$ cat src/rtl/alu_pkg.sv
// Shared constants for the ALU arbiter: requester count, field widths,
// opcode encoding and response flag bit positions.
package alu_pkg;

  localparam int NREQ    = 4;
  localparam int ID_W    = 2;
  localparam int OP_W    = 3;
  localparam int DATA_W  = 4;
  localparam int FLAGS_W = 4;

  // Bit positions inside the {zero, negative, carry, overflow} flag vector
  localparam int FLAG_Z = 3;
  localparam int FLAG_N = 2;
  localparam int FLAG_C = 1;
  localparam int FLAG_V = 0;

  typedef enum logic [OP_W-1:0] {
    OP_ADD = 3'b000,
    OP_SUB = 3'b001,
    OP_AND = 3'b010,
    OP_OR  = 3'b011,
    OP_XOR = 3'b100,
    OP_SLT = 3'b101
  } op_e;

endpackage

$ cat src/rtl/alu_arbiter_if.sv
// Request/response bundle between the requesters and the arbitrated ALU.
// Requester i owns op bits [3i+2:3i] and operand bits [4i+3:4i].
interface alu_arbiter_if;
  import alu_pkg::*;

  logic [NREQ-1:0]        req_valid;
  logic [NREQ-1:0]        req_ready;
  logic [NREQ*OP_W-1:0]   req_op;
  logic [NREQ*DATA_W-1:0] req_a;
  logic [NREQ*DATA_W-1:0] req_b;
  logic                   rsp_valid;
  logic                   rsp_ready;
  logic [ID_W-1:0]        rsp_id;
  logic [DATA_W-1:0]      rsp_result;
  logic [FLAGS_W-1:0]     rsp_flags;
  logic                   rsp_op_err;

  modport slave (
    input  req_valid, req_op, req_a, req_b, rsp_ready,
    output req_ready, rsp_valid, rsp_id, rsp_result, rsp_flags, rsp_op_err
  );

  modport master (
    output req_valid, req_op, req_a, req_b, rsp_ready,
    input  req_ready, rsp_valid, rsp_id, rsp_result, rsp_flags, rsp_op_err
  );

endinterface

$ cat src/rtl/alu_unit.sv
// Combinational 4-bit ALU with {zero, negative, carry, overflow} flags.
// Illegal opcodes yield result 0 and raise op_err_o.
module alu_unit
  import alu_pkg::*;
(
  input  logic [DATA_W-1:0]  a_i,
  input  logic [DATA_W-1:0]  b_i,
  input  logic [OP_W-1:0]    op_i,
  output logic [DATA_W-1:0]  result_o,
  output logic [FLAGS_W-1:0] flags_o,
  output logic               op_err_o
);

  logic [DATA_W:0]   wide;
  logic [DATA_W-1:0] res;
  logic              carry;
  logic              ovf;
  logic              err;

  always_comb begin
    wide  = '0;
    res   = '0;
    carry = 1'b0;
    ovf   = 1'b0;
    err   = 1'b0;
    case (op_e'(op_i))
      OP_ADD: begin
        wide  = {1'b0, a_i} + {1'b0, b_i};
        res   = wide[DATA_W-1:0];
        carry = wide[DATA_W];
        ovf   = (a_i[DATA_W-1] == b_i[DATA_W-1]) && (res[DATA_W-1] != a_i[DATA_W-1]);
      end
      OP_SUB: begin
        // carry means "no borrow", i.e. a >= b unsigned
        wide  = {1'b0, a_i} - {1'b0, b_i};
        res   = wide[DATA_W-1:0];
        carry = ~wide[DATA_W];
        ovf   = (a_i[DATA_W-1] != b_i[DATA_W-1]) && (res[DATA_W-1] != a_i[DATA_W-1]);
      end
      OP_AND: res = a_i & b_i;
      OP_OR:  res = a_i | b_i;
      OP_XOR: res = a_i ^ b_i;
      OP_SLT: res = {{(DATA_W-1){1'b0}}, ($signed(a_i) < $signed(b_i))};
      default: err = 1'b1;
    endcase
  end

  always_comb begin
    flags_o         = '0;
    flags_o[FLAG_Z] = (res == '0);
    flags_o[FLAG_N] = res[DATA_W-1];
    flags_o[FLAG_C] = carry;
    flags_o[FLAG_V] = ovf;
  end

  assign result_o = res;
  assign op_err_o = err;

endmodule

$ cat src/rtl/alu_arbiter.sv
// Round-robin arbiter in front of a shared ALU with a single-entry response
// register; a new op can be accepted in the same cycle the response drains.
module alu_arbiter
  import alu_pkg::*;
#(
  parameter int NREQ = 4
) (
  input  logic          clk,
  input  logic          rst,
  alu_arbiter_if.slave  bus
);

  logic [ID_W-1:0]    rr_q, rr_d;
  logic               rsp_valid_q, rsp_valid_d;
  logic [ID_W-1:0]    rsp_id_q;
  logic [DATA_W-1:0]  rsp_result_q;
  logic [FLAGS_W-1:0] rsp_flags_q;
  logic               rsp_op_err_q;

  logic [OP_W-1:0]    op_arr [NREQ];
  logic [DATA_W-1:0]  a_arr  [NREQ];
  logic [DATA_W-1:0]  b_arr  [NREQ];

  for (genvar i = 0; i < NREQ; i++) begin : g_unpack
    assign op_arr[i] = bus.req_op[OP_W*i +: OP_W];
    assign a_arr[i]  = bus.req_a[DATA_W*i +: DATA_W];
    assign b_arr[i]  = bus.req_b[DATA_W*i +: DATA_W];
  end

  logic            grant_found;
  logic [ID_W-1:0] grant_id;
  logic [ID_W-1:0] idx;

  // Scan starting at rr; the 2-bit index wraps naturally modulo NREQ
  always_comb begin
    grant_found = 1'b0;
    grant_id    = '0;
    idx         = '0;
    for (int k = 0; k < NREQ; k++) begin
      idx = rr_q + ID_W'(k);
      if (!grant_found && bus.req_valid[idx]) begin
        grant_found = 1'b1;
        grant_id    = idx;
      end
    end
  end

  logic slot_free;
  logic xfer;

  assign slot_free = !rsp_valid_q || bus.rsp_ready;
  assign xfer      = slot_free && grant_found && !rst;

  assign bus.req_ready = xfer ? (NREQ'(1) << grant_id) : '0;

  logic [DATA_W-1:0]  alu_result;
  logic [FLAGS_W-1:0] alu_flags;
  logic               alu_err;

  alu_unit u_alu (
    .a_i      (a_arr[grant_id]),
    .b_i      (b_arr[grant_id]),
    .op_i     (op_arr[grant_id]),
    .result_o (alu_result),
    .flags_o  (alu_flags),
    .op_err_o (alu_err)
  );

  assign rr_d        = xfer ? grant_id + ID_W'(1) : rr_q;
  assign rsp_valid_d = xfer || (rsp_valid_q && !bus.rsp_ready);

  always_ff @(posedge clk) begin
    if (rst) begin
      rr_q         <= '0;
      rsp_valid_q  <= 1'b0;
      rsp_id_q     <= '0;
      rsp_result_q <= '0;
      rsp_flags_q  <= '0;
      rsp_op_err_q <= 1'b0;
    end else begin
      rr_q        <= rr_d;
      rsp_valid_q <= rsp_valid_d;
      if (xfer) begin
        rsp_id_q     <= grant_id;
        rsp_result_q <= alu_result;
        rsp_flags_q  <= alu_flags;
        rsp_op_err_q <= alu_err;
      end
    end
  end

  assign bus.rsp_valid  = rsp_valid_q;
  assign bus.rsp_id     = rsp_id_q;
  assign bus.rsp_result = rsp_result_q;
  assign bus.rsp_flags  = rsp_flags_q;
  assign bus.rsp_op_err = rsp_op_err_q;

endmodule

$ cat src/flat_wrapper.sv
// flat-port wrapper written by rule: the top's interface ports become plain ports
module alu_arbiter_flat import alu_pkg::*;
#(
  parameter int NREQ = 4
)
  (clk, rst, bus_req_valid, bus_req_op, bus_req_a, bus_req_b, bus_rsp_ready, bus_req_ready, bus_rsp_valid, bus_rsp_id, bus_rsp_result, bus_rsp_flags, bus_rsp_op_err);
  alu_arbiter_if bus_i ();
  input  logic clk;
  input  logic rst;
  input wire logic [$bits(bus_i.req_valid)-1:0] bus_req_valid;
  input wire logic [$bits(bus_i.req_op)-1:0] bus_req_op;
  input wire logic [$bits(bus_i.req_a)-1:0] bus_req_a;
  input wire logic [$bits(bus_i.req_b)-1:0] bus_req_b;
  input wire logic [$bits(bus_i.rsp_ready)-1:0] bus_rsp_ready;
  output wire logic [$bits(bus_i.req_ready)-1:0] bus_req_ready;
  output wire logic [$bits(bus_i.rsp_valid)-1:0] bus_rsp_valid;
  output wire logic [$bits(bus_i.rsp_id)-1:0] bus_rsp_id;
  output wire logic [$bits(bus_i.rsp_result)-1:0] bus_rsp_result;
  output wire logic [$bits(bus_i.rsp_flags)-1:0] bus_rsp_flags;
  output wire logic [$bits(bus_i.rsp_op_err)-1:0] bus_rsp_op_err;
  assign bus_i.req_valid = bus_req_valid;
  assign bus_i.req_op = bus_req_op;
  assign bus_i.req_a = bus_req_a;
  assign bus_i.req_b = bus_req_b;
  assign bus_i.rsp_ready = bus_rsp_ready;
  assign bus_req_ready = bus_i.req_ready;
  assign bus_rsp_valid = bus_i.rsp_valid;
  assign bus_rsp_id = bus_i.rsp_id;
  assign bus_rsp_result = bus_i.rsp_result;
  assign bus_rsp_flags = bus_i.rsp_flags;
  assign bus_rsp_op_err = bus_i.rsp_op_err;
  alu_arbiter #(.NREQ(NREQ)) u_core (.clk(clk), .rst(rst), .bus(bus_i));
endmodule
$ cat config.mk
export PLATFORM = sky130hd
export DESIGN_NAME = alu_arbiter_flat
export DESIGN_NICKNAME = d
export VERILOG_FILES = /design/src/rtl/alu_pkg.sv /design/src/rtl/alu_arbiter_if.sv /design/src/rtl/alu_unit.sv /design/src/rtl/alu_arbiter.sv /design/src/flat_wrapper.sv
export SDC_FILE = /design/constraint.sdc
export NUM_CORES = 1
export LEC_CHECK = 0
export CORE_MARGIN = 8
export CORE_UTILIZATION = 45
export CTS_BUF_LIST = sky130_fd_sc_hd__clkbuf_4
export CTS_CLUSTER_DIAMETER = 100
export DETAILED_ROUTE_END_ITERATION = 16
export DONT_BUFFER_PORTS = 1
export GPL_ROUTABILITY_DRIVEN = 1
export GPL_TIMING_DRIVEN = 0
export PLACE_DENSITY = 0.63
export SYNTH_ARGS = -nofsm -noshare
export SYNTH_HDL_FRONTEND = slang
export SYNTH_SLANG_ARGS = --single-unit
export TNS_END_PERCENT = 5
$ cat constraint.sdc
create_clock -name clk -period 11.4 [get_ports clk]
set_clock_uncertainty 0.05 [all_clocks]
set_input_delay 2.28 -clock clk [delete_from_list [all_inputs] [get_ports clk]]
set_output_delay 2.28 -clock clk [all_outputs]
set_load 0.1 [all_outputs]
== Word-level counts from Yosys, hierarchy flattened ==
Index checks and enable logic that the tools add are counted.
W data, S select, Z words.

* Add/subtract/negate cells: 6
* Magnitude comparators: 6
* Eq/ne operators: 9
* Shift-type cells: 1
* Multiplexer cells: 30
* Bitwise operators: 5
* Reduce and logical (&&, ||, !) cells: 19

{| class="wikitable"
|+ Operators by type and width
! operator !! number
|-
| $pmux W4 S6 || 1
|-
| $mux W4 || 5
|-
| $bmux W4 S2 || 2
|-
| $lt A2 B3 Y1 const B || 4
|-
| $mux W1 || 9
|-
| $bmux W1 S2 || 4
|-
| $logic_and A1 B1 Y1 || 8
|-
| $mux W2 || 4
|-
| $bmux W3 S2 || 1
|-
| $eq A3 B2 Y1 const B || 2
|-
| $eq A3 B3 Y1 const B || 2
|-
| $logic_not A1 Y1 || 6
|-
| $mux W3 || 2
|-
| $reduce_or A6 Y1 || 1
|-
| $add A4 B4 Y5 || 1
|-
| $sub A4 B4 Y5 || 1
|-
| $add A2 B1 Y2 const B || 2
|-
| $add A2 B2 Y2 const B || 2
|-
| $and A4 B4 Y4 || 1
|-
| $logic_not A4 Y1 || 1
|-
| $lt A4 B4 Y1 || 1
|-
| $or A4 B4 Y4 || 1
|-
| $pmux W1 S2 || 2
|-
| $shl A1 B2 Y4 const A || 1
|-
| other kinds (9) || 12
|}

* Bits in registers: 14
* Input bits: 51
* Output and inout port bits: 16
* Word-level logic and storage cells: 82

== Longest topological paths before layout ==
* Word-level depth: 20
* Mapped depth: 17
* Mapped depth without buffers: 16

== Cells and area by module ==
A second synthesis with hierarchy kept.

* Cell total of the unflattened synthesis: 200
* Area total of the unflattened synthesis: 1621.6 sq um

{| class="wikitable"
|+ Modules (own cells, without submodules)
! module !! instances !! cells an instance !! area each (sq um) !! seq. area each (sq um)
|-
| alu_arbiter || 1 || 111 || 1003.5 || 280.3
|-
| alu_unit || 1 || 89 || 618.1 || 0.0
|}

== Least setup slack after synthesis ==
Ideal clock, no wire load.

* Kind: input-to-output
* Start: input port bus_req_valid[0]
* End: output port bus_req_ready[2]
* Data arrival time: 4.325 ns
* Required time: 9.070 ns
* Setup slack: 4.745 ns
* Stages on the path: 7
* Path buffers: 1
* Cell sequence: nor2b_1 o21bai_2 nand2_4 inv_6 buf_1 ha_1 and2_1

* Elaborated cells on any way between the ends: 26
* Classes of those cells: shift: 1; mux: 17; reduce/logical: 8

{| class="wikitable"
|+ RTL lines
! what !! line !! RTL
|-
| start, declared || flat_wrapper.sv:10 || <nowiki>input wire logic [$bits(bus_i.req_valid)-1:0] bus_req_valid;</nowiki>
|-
| $bmux W1 S2 || alu_arbiter.sv:41 || <nowiki>if (!grant_found && bus.req_valid[idx]) begin</nowiki>
|-
| $mux W1 (not written as such) || alu_arbiter.sv:41 ||
|-
| $mux W1 || alu_arbiter.sv:41 ||
|-
| $logic_not A1 Y1 || alu_arbiter.sv:41 ||
|-
| $logic_and A1 B1 Y1 || alu_arbiter.sv:41 ||
|-
| $mux W1 || alu_arbiter.sv:41 ||
|-
| $logic_not A1 Y1 || alu_arbiter.sv:41 ||
|-
| $logic_and A1 B1 Y1 || alu_arbiter.sv:41 ||
|-
| $mux W1 || alu_arbiter.sv:41 ||
|-
| $logic_not A1 Y1 || alu_arbiter.sv:41 ||
|-
| $logic_and A1 B1 Y1 || alu_arbiter.sv:41 ||
|-
| $mux W2 (*) || alu_arbiter.sv:41 ||
|-
| named net u_core.grant_id[1] || alu_arbiter.sv:31 || <nowiki>logic [ID_W-1:0] grant_id;</nowiki>
|-
| $shl A1 B2 Y4 (*) || alu_arbiter.sv:54 || <nowiki>assign bus.req_ready = xfer ? (NREQ'(1) << grant_id) : '0;</nowiki>
|-
| $mux W4 (*) || alu_arbiter.sv:54 ||
|-
| end, declared || flat_wrapper.sv:15 || <nowiki>output wire logic [$bits(bus_i.req_ready)-1:0] bus_req_ready;</nowiki>
|}

Mark *: on every way through the listed nets, which the timed path passes. The rest lies on a longest branch. The select of a mux whose other input is x is not followed.

== Worst setup path in the final report ==
* Start: input port bus_req_valid[0]
* End: output port bus_req_ready[3]

The elaborated chain is that of the path after synthesis.

==> flow_metrics.env <==
export IMPL_grt_pass1_vias=1515
export IMPL_pre_cts_ws_ns=4.422
export IMPL_clkSinkCount=13
export IMPL_dp_hpwl_um=3429
export IMPL_ios=67
export IMPL_synth_edf_count=0
export IMPL_netlist_area_um2=1610
export IMPL_first_pass_iters=5
export IMPL_totalWireLength_um=4077
export IMPL_rsz0062_at_grt="false"
export IMPL_synth_top_flop_cell="dfxtp_1"
export IMPL_finalNonFillerCells=253
export IMPL_grt_max_degree=12
export IMPL_vdd_drop_max_v=0.00009005
export IMPL_core_area_um2=3390
export IMPL_hold_class="flip-flop to flip-flop"
export IMPL_total_power_uw=468.8
export IMPL_finalSetupViolCount=0
export IMPL_syn_nets=272
export IMPL_start_util=0.4751
export IMPL_track_usage=0.1434
export IMPL_via_count=1451
export IMPL_cts_max_level=1
export IMPL_synth_most_common_cell="nand2_1"
export IMPL_worstMarginPinSlew_ns=0.9919
export IMPL_grt_pass1_wl_um=6561
export IMPL_die_area_um2=5749
export IMPL_drive_above_1_share=0.09662
export IMPL_num_rows=21
export IMPL_drc=0
export IMPL_crit_fanout=11
export IMPL_final_seq_area_um2=260.3
export IMPL_slowest_delay_ns=0.78
export IMPL_die_w_um=75.82
export IMPL_ant_nets=0
export IMPL_fmax_mhz=143.8
export IMPL_finalSetupTns_ns=0
export IMPL_slew_headroom=0.3378
export IMPL_ys_seq_elements=13
export IMPL_synth_top_area_share=0.1616
export IMPL_fin_ws_ns=4.444
export IMPL_fillers=342
export IMPL_cts_buffers=3
export IMPL_crit_type="input port to primary output"
export IMPL_holdBufCountCts=0
export IMPL_die_height_um=75.82
export IMPL_clk_pin_slew_worst_paths_ns=0.08
export IMPL_syn_inst=203
export IMPL_ctsRootBufferMaster="clkbuf_4"
export IMPL_cts_tree="built"
export IMPL_multi_input_area_um2=1256
export IMPL_hold_viol_final=0
export IMPL_synth_area_leaders="dfxtp_1, mux2i_1, ha_1"
export IMPL_wl_per_cell_um=16.11
export IMPL_grt_overflow_total=0
export IMPL_period_needed_ns=6.956
export IMPL_synth_area_leader_cell="dfxtp_1"
export IMPL_synth_avg_cell_area_um2=7.932
export IMPL_io_buffers=0
export IMPL_viasPerCell=5.735
export IMPL_cp_slowest_cell="and2_1"
export IMPL_synthArstFlopShare=0
export IMPL_ys_seq_area_frac=0.1616
export IMPL_status="finished clean"
export IMPL_cp_start_kind="input port"
export IMPL_post_cts_buffers=0
export IMPL_ys_top_cells_by_count="nand2_1, mux2i_1, ha_1, dfxtp_1, nor2_1"
export IMPL_clk_latency_ns=0.27
export IMPL_dp_cells=249
export IMPL_drv_slew=0
export IMPL_cp_end_kind="primary output"
export IMPL_yosys_warnings=0
export IMPL_synth_cell_types=55
export IMPL_cap_viol_max_count=0
export IMPL_post_route_period_util=0.6102
export IMPL_crit_chain="nor2b_1 -> o21bai_2 -> nand2_4 -> inv_6 -> buf_1 -> ha_1 -> and2_1"
export IMPL_antenna_found_initial=0
export IMPL_detailedRoute_firstIterationViolations=74
export IMPL_powerDensity_nw_per_um2=276.1
export IMPL_synthToLayoutAreaGrowth_pct=5.439
export IMPL_post_cts_resized=0
export IMPL_worstPathRequired_ns=9.07
export IMPL_n_antenna_cell=0
export IMPL_cp_data_arrival_time_ns=4.63
export IMPL_cts_buffer_depth=2
export IMPL_place_gp_congestion=0.8489
export IMPL_power_leakage_uw=0.0007570
export IMPL_nets=277
## sequential cells by signal (all words and copies together), names as in the netlist
signal and cells:
u_core.bus.rsp_id 2, u_core.bus.rsp_valid 1, u_core.bus.rsp_result 3, u_core.bus.rsp_op_err 1, u_core.rr_q 2, u_core.bus.rsp_flags 4
## stage by stage
step | hold WS [ns] | utilization | instance area [um2]
6_report | 0.4841 | 0.5009 | 1698
5_1_grt | 0.5134 | 0.5009 | 1698
4_1_cts | 0.4875 | 0.5009 | 1698
3_5_place_dp | 0.4739 | 0.4921 | 1668
3_3_place_gp | 0.4682 | 0.4921 | 1668
2_1_floorplan | 0.4360 | - | 1610
## placed cells by master, fill, tap and decap left out, types with 2 or more instances in the layout
cell	synthesis	routed
a21oi_1	8	8
dfxtp_1	13	13
o31ai_1	2	2
nor3b_1	2	2
buf_2	2	2
xor2_1	2	2
and2_1	5	5
inv_1	11	11
nand3_1	10	10
xnor2_1	3	3
nor3_1	3	3
a21o_1	2	2
nor2_1	13	13
a211o_1	2	2
and3_1	2	2
ha_1	16	16
clkbuf_1	5	5
o21ai_0	9	9
mux2i_1	22	22
a211oi_1	3	3
nor2b_1	4	4
nand3b_1	6	6
a31oi_1	2	2
nand2_1	23	23
clkbuf_4	0	4
fa_1	2	2
o21bai_1	2	2
## kinds of logic after synthesis
group           count (synthesis)  share of synthesized area
simple gates                   75                     0.2378
compound gates                 46                     0.2129
mux                            24                     0.1531
buf+inv                        22                    0.05828
fa+ha+maj                      18                     0.1492
flops                          13                     0.1616
xor+xnor                        5                    0.02720
## critical path: cells and delay by family
kind / cells / cell delay, ns
compound gates: 1 / 0.28
simple gates: 3 / 1.09
buf+inv: 2 / 0.71
fa+ha+maj: 1 / 0.27
## routing by layer
metal / wire (um) / track usage / share of wire / vias up
li1: - / - / - / 734
met1: 1686 / 0.1572 / 0.41 / 662
met2: 2128 / 0.2681 / 0.52 / 46
met3: 203 / 0.02895 / 0.050 / 9
met4: 58 / 0.04051 / 0.014 / 0
met5: 0 / 0 / 0 / -
## path summary, 6_finish.rpt
| path | from | cells past startpoint | end | slack [ns] |
|---|---|---|---|---|
| setup / recovery | bus_req_valid[0] | 7 | bus_req_ready[3] | 4.44 |
| hold / removal | u_core.rr_q[0] | 2 | u_core.rr_q[0] | 0.48 |
| setup reg to reg | u_core.rr_q[0] | 16 | u_core.bus.rsp_flags[3] | 7.56 |
| hold reg to reg | u_core.rr_q[0] | 2 | u_core.rr_q[0] | 0.48 |
## area by class of cell
| cell class | instances | area share |
|---|---|---|
| Tap cell | 46 | 0.03390 |
| Multi-Input combinational cell | 168 | 0.7399 |
| Sequential cell | 13 | 0.1533 |
| Inverter | 13 | 0.03169 |
| Clock buffer | 4 | 0.01769 |
| Buffer | 9 | 0.02358 |
## report_power, final
| group | internal, uW | leakage (uW) | switching [uW] |
|---|---|---|---|
| registers | 58.0 | 0.000107 | 84.8 |
| clock network | 16.0 | 0.0000184 | 15.0 |
| logic | 114 | 0.000631 | 181 |
No activity file was read; power rests on OpenSTA's default activity.
